### src/rtl/arcade_input_pkg.sv
// ---------------------------------------------------------------------------
// arcade_input_pkg
// Shared definitions for the arcade player-input front end:
//   - PS/2 scancodes for both player key banks
//   - joystick / held-key bit indices
//   - coin generator state encoding
//   - helpers: counter width calculation and orientation remap
// No ports (package).
// ---------------------------------------------------------------------------
package arcade_input_pkg;

   typedef enum logic [1:0] {
      IDLE  = 2'd0,
      PULSE = 2'd1,
      GAP   = 2'd2
   } coin_state_t;

   // Joystick word bit positions (hps_io layout).
   localparam int JOY_RIGHT  = 0;
   localparam int JOY_LEFT   = 1;
   localparam int JOY_DOWN   = 2;
   localparam int JOY_UP     = 3;
   localparam int JOY_FIRE   = 4;
   localparam int JOY_BOMB   = 5;
   localparam int JOY_START1 = 6;
   localparam int JOY_START2 = 7;
   localparam int JOY_COIN   = 8;

   // Held-key register layout; bits 0..5 line up with the joystick bits
   // so the merge is a plain bitwise OR.
   localparam int KEY_START = 6;
   localparam int KEY_COIN  = 7;

   // Player 1 keys matched on the 8-bit code only (extended bit ignored).
   localparam logic [7:0] SC_UP    = 8'h75;
   localparam logic [7:0] SC_DOWN  = 8'h72;
   localparam logic [7:0] SC_LEFT  = 8'h6B;
   localparam logic [7:0] SC_RIGHT = 8'h74;
   localparam logic [7:0] SC_BOMB1 = 8'h14;

   // Keys matched on {extended, code}.
   localparam logic [8:0] SC_FIRE1  = 9'h029;
   localparam logic [8:0] SC_START1 = 9'h005;
   localparam logic [8:0] SC_COIN1  = 9'h02E;
   localparam logic [8:0] SC_UP2    = 9'h02D;
   localparam logic [8:0] SC_DOWN2  = 9'h02B;
   localparam logic [8:0] SC_LEFT2  = 9'h023;
   localparam logic [8:0] SC_RIGHT2 = 9'h034;
   localparam logic [8:0] SC_FIRE2  = 9'h01C;
   localparam logic [8:0] SC_BOMB2  = 9'h01B;
   localparam logic [8:0] SC_START2 = 9'h006;
   localparam logic [8:0] SC_COIN2  = 9'h036;

   // Width of a down-counter able to hold the larger of two reload values.
   function automatic int cnt_width(input int a, input int b);
      return $clog2(((a > b) ? a : b) + 1);
   endfunction

   // Horizontal-orientation remap of a 6-bit player word; fire/bomb pass.
   function automatic logic [5:0] remap(input logic [5:0] d, input logic rot);
      logic [5:0] r;
      r = d;
      if (rot) begin
         r[JOY_UP]    = d[JOY_LEFT];
         r[JOY_DOWN]  = d[JOY_RIGHT];
         r[JOY_LEFT]  = d[JOY_DOWN];
         r[JOY_RIGHT] = d[JOY_UP];
      end
      return r;
   endfunction

endpackage

### src/rtl/arcade_input_ctrl_coin.sv
// ---------------------------------------------------------------------------
// coin_pulse_gen
// One coin slot: a rising edge on req (seen only in IDLE) produces a coin
// pulse of COIN_PULSE cycles followed by a lockout gap of COIN_PULSE cycles.
// Ports:
//   clk_sys  in   system clock
//   reset_n  in   asynchronous active-low reset
//   req      in   coin request (combinational, already merged)
//   coin     out  registered coin pulse
//   state    out  FSM state, for observation
// ---------------------------------------------------------------------------
module coin_pulse_gen
   import arcade_input_pkg::*;
#(
   parameter logic [15:0] COIN_PULSE = 16'd32768,
   parameter int          CNT_W      = 16
) (
   input  logic        clk_sys,
   input  logic        reset_n,
   input  logic        req,
   output logic        coin,
   output coin_state_t state
);

   localparam logic [CNT_W-1:0] LOAD = CNT_W'(COIN_PULSE - 16'd1);
   localparam logic [CNT_W-1:0] ONE  = CNT_W'(1);

   coin_state_t      state_next;
   logic [CNT_W-1:0] cnt_q, cnt_next;
   logic             req_q;

   always_ff @(posedge clk_sys or negedge reset_n) begin
      if (!reset_n) begin
         state <= IDLE;
         cnt_q <= '0;
         req_q <= 1'b0;
         coin  <= 1'b0;
      end else begin
         state <= state_next;
         cnt_q <= cnt_next;
         // Tracked in every state so an edge during PULSE/GAP, or a request
         // still held when GAP ends, cannot start a pulse later.
         req_q <= req;
         coin  <= (state_next == PULSE);
      end
   end

   always_comb begin
      state_next = state;
      cnt_next   = cnt_q;
      case (state)
         IDLE: begin
            if (req && !req_q) begin
               state_next = PULSE;
               cnt_next   = LOAD;
            end
         end
         PULSE: begin
            if (cnt_q == '0) begin
               state_next = GAP;
               cnt_next   = LOAD;
            end else begin
               cnt_next = cnt_q - ONE;
            end
         end
         GAP: begin
            if (cnt_q == '0) begin
               state_next = IDLE;
               cnt_next   = '0;
            end else begin
               cnt_next = cnt_q - ONE;
            end
         end
         default: begin
            state_next = IDLE;
            cnt_next   = '0;
         end
      endcase
   end

endmodule

### src/rtl/arcade_input_ctrl.sv
// ---------------------------------------------------------------------------
// arcade_input_ctrl
// Player-input front end: PS/2 key decode into held-key state for two
// players, merge with joysticks, orientation remap, timed coin pulses.
// Optional feature macro: ARCADE_INPUT_AUTOFIRE_EN (adds autofire port and
// per-player autofire counters on p_fire).
// Ports:
//   clk_sys, reset_n            clock, async active-low reset
//   ps2_key[10:0]               [10] toggle, [9] pressed, [8] ext, [7:0] code
//   joystick_0/1[15:0]          hps_io joystick words
//   rotate                      1 = horizontal remap
//   autofire[1:0]               per-player autofire enable (macro only)
//   p_up/down/left/right/fire/bomb[1:0]   player outputs, index = player
//   start[1:0], coin[1:0]       start buttons, coin pulses
//   coin_state_dbg[3:0]         {slot2, slot1} coin FSM state
// All outputs are registered: one cycle from input change to output.
// ---------------------------------------------------------------------------
module arcade_input_ctrl
   import arcade_input_pkg::*;
#(
   parameter int          PLAYERS       = 2,
   parameter logic [15:0] COIN_PULSE    = 16'd32768,
   parameter bit          COIN_ON_START = 1'b1,
   parameter logic [19:0] AF_DIV        = 20'd300000
) (
   input  logic        clk_sys,
   input  logic        reset_n,
   input  logic [10:0] ps2_key,
   input  logic [15:0] joystick_0,
   input  logic [15:0] joystick_1,
   input  logic        rotate,
`ifdef ARCADE_INPUT_AUTOFIRE_EN
   input  logic [1:0]  autofire,
`endif
   output logic [1:0]  p_up,
   output logic [1:0]  p_down,
   output logic [1:0]  p_left,
   output logic [1:0]  p_right,
   output logic [1:0]  p_fire,
   output logic [1:0]  p_bomb,
   output logic [1:0]  start,
   output logic [1:0]  coin,
   output logic [3:0]  coin_state_dbg
);

   localparam int CNT_W = cnt_width(int'(COIN_PULSE), int'(AF_DIV));

   logic       tog_q, primed_q, ev;
   logic [7:0] k1_q, k2_q, k1_next, k2_next;
   logic [5:0] m1, m2, r1, r2;
   logic       st1, st2, req1, req2;
   logic [1:0] fire_held, fire_q;
   coin_state_t cs1, cs2;

   wire unused_joy = &{1'b0, joystick_0[15:9], joystick_1[15:9]};

   // primed_q stays low for the first cycle after reset so the toggle copy
   // picks up the current ps2_key[10] without it counting as an event.
   assign ev = primed_q && (ps2_key[10] != tog_q);

   always_comb begin
      k1_next = k1_q;
      k2_next = k2_q;
      if (ev) begin
         case (ps2_key[7:0])
            SC_UP:    k1_next[JOY_UP]    = ps2_key[9];
            SC_DOWN:  k1_next[JOY_DOWN]  = ps2_key[9];
            SC_LEFT:  k1_next[JOY_LEFT]  = ps2_key[9];
            SC_RIGHT: k1_next[JOY_RIGHT] = ps2_key[9];
            SC_BOMB1: k1_next[JOY_BOMB]  = ps2_key[9];
            default: ;
         endcase
         case (ps2_key[8:0])
            SC_FIRE1:  k1_next[JOY_FIRE]  = ps2_key[9];
            SC_START1: k1_next[KEY_START] = ps2_key[9];
            SC_COIN1:  k1_next[KEY_COIN]  = ps2_key[9];
            SC_UP2:    k2_next[JOY_UP]    = ps2_key[9];
            SC_DOWN2:  k2_next[JOY_DOWN]  = ps2_key[9];
            SC_LEFT2:  k2_next[JOY_LEFT]  = ps2_key[9];
            SC_RIGHT2: k2_next[JOY_RIGHT] = ps2_key[9];
            SC_FIRE2:  k2_next[JOY_FIRE]  = ps2_key[9];
            SC_BOMB2:  k2_next[JOY_BOMB]  = ps2_key[9];
            SC_START2: k2_next[KEY_START] = ps2_key[9];
            SC_COIN2:  k2_next[KEY_COIN]  = ps2_key[9];
            default: ;
         endcase
      end
   end

   // Merge and remap work on the next held-key state so a key event reaches
   // the registered outputs in the same cycle as a joystick change.
   always_comb begin
      m1  = k1_next[5:0] | joystick_0[5:0];
      m2  = k2_next[5:0] | joystick_1[5:0];
      r1  = remap(m1, rotate);
      r2  = (PLAYERS >= 2) ? remap(m2, rotate) : 6'd0;
      st1 = k1_next[KEY_START] | joystick_0[JOY_START1] | joystick_1[JOY_START1];
      st2 = k2_next[KEY_START] | joystick_0[JOY_START2] | joystick_1[JOY_START2];
      req1 = k1_next[KEY_COIN] | joystick_0[JOY_COIN] | (COIN_ON_START & st1);
      req2 = k2_next[KEY_COIN] | joystick_1[JOY_COIN] | (COIN_ON_START & st2);
      fire_held = {r2[JOY_FIRE], r1[JOY_FIRE]};
   end

   always_ff @(posedge clk_sys or negedge reset_n) begin
      if (!reset_n) begin
         tog_q    <= 1'b0;
         primed_q <= 1'b0;
         k1_q     <= '0;
         k2_q     <= '0;
         p_up     <= '0;
         p_down   <= '0;
         p_left   <= '0;
         p_right  <= '0;
         p_bomb   <= '0;
         start    <= '0;
      end else begin
         tog_q    <= ps2_key[10];
         primed_q <= 1'b1;
         k1_q     <= k1_next;
         k2_q     <= k2_next;
         p_up     <= {r2[JOY_UP],    r1[JOY_UP]};
         p_down   <= {r2[JOY_DOWN],  r1[JOY_DOWN]};
         p_left   <= {r2[JOY_LEFT],  r1[JOY_LEFT]};
         p_right  <= {r2[JOY_RIGHT], r1[JOY_RIGHT]};
         p_bomb   <= {r2[JOY_BOMB],  r1[JOY_BOMB]};
         start    <= {st2, st1};
      end
   end

`ifdef ARCADE_INPUT_AUTOFIRE_EN
   localparam logic [CNT_W-1:0] AF_LOAD = CNT_W'(AF_DIV - 20'd1);
   localparam logic [CNT_W-1:0] AF_ONE  = CNT_W'(1);

   logic [CNT_W-1:0] af_cnt_q [2];
   logic [1:0]       af_run_q;

   // af_run_q marks "already in an autofire burst"; its first cycle drives
   // fire high, then fire flips every AF_DIV cycles.
   always_ff @(posedge clk_sys or negedge reset_n) begin
      if (!reset_n) begin
         af_run_q <= '0;
         fire_q   <= '0;
         for (int i = 0; i < 2; i++) af_cnt_q[i] <= '0;
      end else begin
         for (int i = 0; i < 2; i++) begin
            if (!fire_held[i] || !autofire[i]) begin
               af_run_q[i] <= 1'b0;
               fire_q[i]   <= fire_held[i];
               af_cnt_q[i] <= AF_LOAD;
            end else if (!af_run_q[i]) begin
               af_run_q[i] <= 1'b1;
               fire_q[i]   <= 1'b1;
               af_cnt_q[i] <= AF_LOAD;
            end else if (af_cnt_q[i] == '0) begin
               fire_q[i]   <= ~fire_q[i];
               af_cnt_q[i] <= AF_LOAD;
            end else begin
               af_cnt_q[i] <= af_cnt_q[i] - AF_ONE;
            end
         end
      end
   end
`else
   always_ff @(posedge clk_sys or negedge reset_n) begin
      if (!reset_n) fire_q <= '0;
      else          fire_q <= fire_held;
   end
`endif

   assign p_fire = fire_q;

   coin_pulse_gen #(.COIN_PULSE(COIN_PULSE), .CNT_W(CNT_W)) u_coin1 (
      .clk_sys (clk_sys),
      .reset_n (reset_n),
      .req     (req1),
      .coin    (coin[0]),
      .state   (cs1)
   );

   coin_pulse_gen #(.COIN_PULSE(COIN_PULSE), .CNT_W(CNT_W)) u_coin2 (
      .clk_sys (clk_sys),
      .reset_n (reset_n),
      .req     (req2),
      .coin    (coin[1]),
      .state   (cs2)
   );

   assign coin_state_dbg = {cs2, cs1};

endmodule

### config.mk
export PLATFORM = sky130hd
export DESIGN_NAME = arcade_input_ctrl
export DESIGN_NICKNAME = d
export VERILOG_FILES = /design/src/rtl/arcade_input_pkg.sv /design/src/rtl/arcade_input_ctrl_coin.sv /design/src/rtl/arcade_input_ctrl.sv
export SDC_FILE = /design/constraint.sdc
export NUM_CORES = 1
export LEC_CHECK = 0
export BUFFER_PORTS_ARGS = -buffer_cell sky130_fd_sc_hd__buf_2
export CORE_MARGIN = 2
export CORE_UTILIZATION = 45
export DETAILED_ROUTE_END_ITERATION = 8
export PLACE_DENSITY = 0.71
export SLEW_MARGIN = 0
export SYNTH_ARGS = -nofsm -noshare
export SYNTH_HDL_FRONTEND = slang
export SYNTH_SLANG_ARGS = --single-unit
### constraint.sdc
create_clock -name clk_sys -period 3.7 [get_ports clk_sys]
set_input_delay 0.74 -clock clk_sys [delete_from_list [all_inputs] [get_ports clk_sys]]
set_output_delay 0.74 -clock clk_sys [all_outputs]
set_load 0.02 [all_outputs]
==> flow_summary.toml <==
[status]
status = "complete, no violations"

[placed_design]
place_area_um2 = 4570
portBuffers = 51
dpl.hpwl_um = 6380
place_congestion = 0.824

[power]
p_leak_nw = 2.00
irDropWorstVdd_v = 0.000193
power_density_nw_per_um2 = 490

[floorplanning]
core_area_um2 = 9200
start_util_pct = 46.2
placementRows = 35
dieArea_um2 = 10200
die_w_um = 101
fp.dieH_um = 101
ios = 66

[yosys]
seq_area_frac_synth_pct = 45.9
synth-seq-cells = 78
synth_largest_area_cell = "dfrtp_1"
synth_edf_count = 0
synth_top_family_by_area = "simple AND/OR/NAND/NOR gates"
yosys-top-cells-count = "dfrtp_1, nor3_1, nor2_1, mux2_2, a21oi_1"
muxShareOfSynthArea_pct = 6.77
syn_avg_cell_area_um2 = 10.2
synth_cell_type_count = 71
synthCells = 418
syn_area_um2 = 4250
synth-compound-area-share_pct = 17.9
synth_most_common_cell = "dfrtp_1"
syn_nets = 467
synthTopCellsByArea = "dfrtp_1, mux2_2, nor3_1"
synth-adder-area-share_pct = 0.883
yosysWarnings = 0
synthArstFlopShare_pct = 100
yosysTopAreaCellShare_pct = 45.9
synth-xor-area-share_pct = 1.41
synth-simple-area-share_pct = 23.7
ys.flop_type = "dfrtp_1"

[final_layout]
diodes = 0
num-fill-cells = 815
fin_util_pct = 52.0
syn_to_final_growth_pct = 12.4
final_area_um2 = 4780
layout.nets = 514
layout-drive-gt1-share_pct = 25.3

[worst_setup_path]
arrival_ns = 3.04
worst_r2r_path_depth = 7
reg2reg_to = "p_right[1]$_DFF_PN0_"
setup.worst_path.end = "u_coin1.cnt_q[0]$_DFFE_PN0P_"
cp.required_ns = 3.92
cp_cell_sequence = "buf_2, or4_4, nor4_4, mux2i_1, a41oi_2, nand2b_2, mux2_1"
crit_path_start = "ps2_key[4]"
cp-end-kind = "flop"
r2r_start = "tog_q$_DFF_PN0_"
cp.depth = 7
slowest_stage = "or4_4"
cp_top_family = "simple AND/OR/NAND/NOR gates"
critPathKind = "input port to flop"
path_max_fanout = 13
cpPeakStageDelay_ns = 0.57
cp.buffers_inverters = 1
ff2ff_setup_slack_ns = 1.16
startpoint_type = "input port"

[global_route]
grt_pass1_vias = 3365
antenna_found_initial = 0
grt_pass1_wl_um = 15900
track_usage_pct = 19.2
overflow = 0
grt_start_max_net_pins = 79

[job]
max_cap_violations = 0

[cts]
clk_pin_slew_ns = 0.09
cts-resized-gates = 0
clock_path_buffers = 2
cts.sinks = 78
cts_hold_buf = 0
cts_root_buf = "clkbuf_8"
cts_tree = "built"
htree_levels = 3
cts_buffers = 9
insertion_delay_ns = 0.35
postCtsSetupRepairBufs = 0

[routing]
drt-pass1-iter-count = 4
drt_wl_total_um = 9230
postRouteAntennaNets = 0
drc = 0
drt-initial-drc-count = 231
viasPerCell = 5.97
vias = 3468
wl_per_cell_um = 15.9

[sta]
maxSlewHeadroom_pct = 35.1
finalSetupViolations = 0
hold_ws_ns = 0.499
fin_crit_ns = 2.81
clock.fmax_mhz = 355
period_share_pct = 76.0
tightest_slew_ns = 0.973
finalHoldViolCount = 0
rsz0062_at_grt = "false"
finalClockSkew_ns = 0.0121
slew_viol_final = 0
finalSetupTns_ns = 0

[worst_hold_path]
hold_class = "flop to flop"
[report_power, final]
group | total, mW | leakage, nW | switching [mW] | internal (mW)
logic | 0.546 | 0.994 | 0.282 | 0.264
registers | 1.13 | 0.898 | 0.155 | 0.973
clock network | 0.665 | 0.106 | 0.343 | 0.323
[worst min path at each step]
stage,cells past startpoint,endpoint,startpoint
final,1,k1_q[4]$_DFF_PN0_,k1_q[4]$_DFF_PN0_
after global placement,2,k2_q[5]$_DFF_PN0_,k2_q[5]$_DFF_PN0_
after global routing,1,k1_q[4]$_DFF_PN0_,k1_q[4]$_DFF_PN0_
after detailed placement,2,k2_q[5]$_DFF_PN0_,k2_q[5]$_DFF_PN0_
after CTS,2,k2_q[5]$_DFF_PN0_,k2_q[5]$_DFF_PN0_
after floorplan,0,k1_q[0]$_DFF_PN0_,reset_n
[cell type report]
class	count	area, µm²	area share [%]
Multi-Input combinational cell	310	2160	45.2
Sequential cell	78	1950	40.8
Timing Repair Buffer	53	273	5.71
Tap cell	111	139	2.91
Clock buffer	9	124	2.59
Clock inverter	7	81.3	1.70
Inverter	13	48.8	1.02
[sequential cells by signal, indices dropped and copies added (netlist names), 8 cells and up]
name,flops
k1_q,8
k2_q,8
u_coin1.cnt_q,19
u_coin2.cnt_q,19
[cell usage in the layout (no fill, tap or decap), types with 13 or more instances in the layout]
cell	n
nand2_1	14
nor2_1	30
or2_2	15
nor3_1	31
inv_1	13
o21a_1	15
nor4_1	13
dfrtp_1	78
a21oi_1	17
mux2_2	21
buf_2	50
[cells by family (layout without fill, tap and decap cells)]
| kind of cell | count (synthesis) | count (layout) |
|---|---|---|
| other | 1 | 1 |
| flip-flops | 78 | 78 |
| adder cells (fa/ha/maj) | 3 | 3 |
| XOR/XNOR | 6 | 6 |
| AO/OA/AOI/OAI | 101 | 101 |
| buffers and inverters | 30 | 82 |
| AND/OR/NAND/NOR | 173 | 173 |
| multiplexers | 26 | 26 |
[layer usage]
metal	share of wire (%)	track usage (%)	routed length, µm
met1	45	25.3	4180
met2	48	31.6	4460
met3	5.1	4.14	466
met4	1.3	6.24	117
met5	0	0	0
[per-stage QoR]
stage / instances / power, mW / worst slack (ns)
2_1_floorplan: 418 / 1.53 / 0.960
3_3_place_gp: 565 / 1.66 / 0.602
6_report: 581 / 2.34 / 0.887
5_1_grt: 581 / 2.49 / 0.759
4_1_cts: 581 / 2.36 / 0.928
3_5_place_dp: 565 / 1.69 / 0.564
No activity file was read; power rests on OpenSTA's default activity.
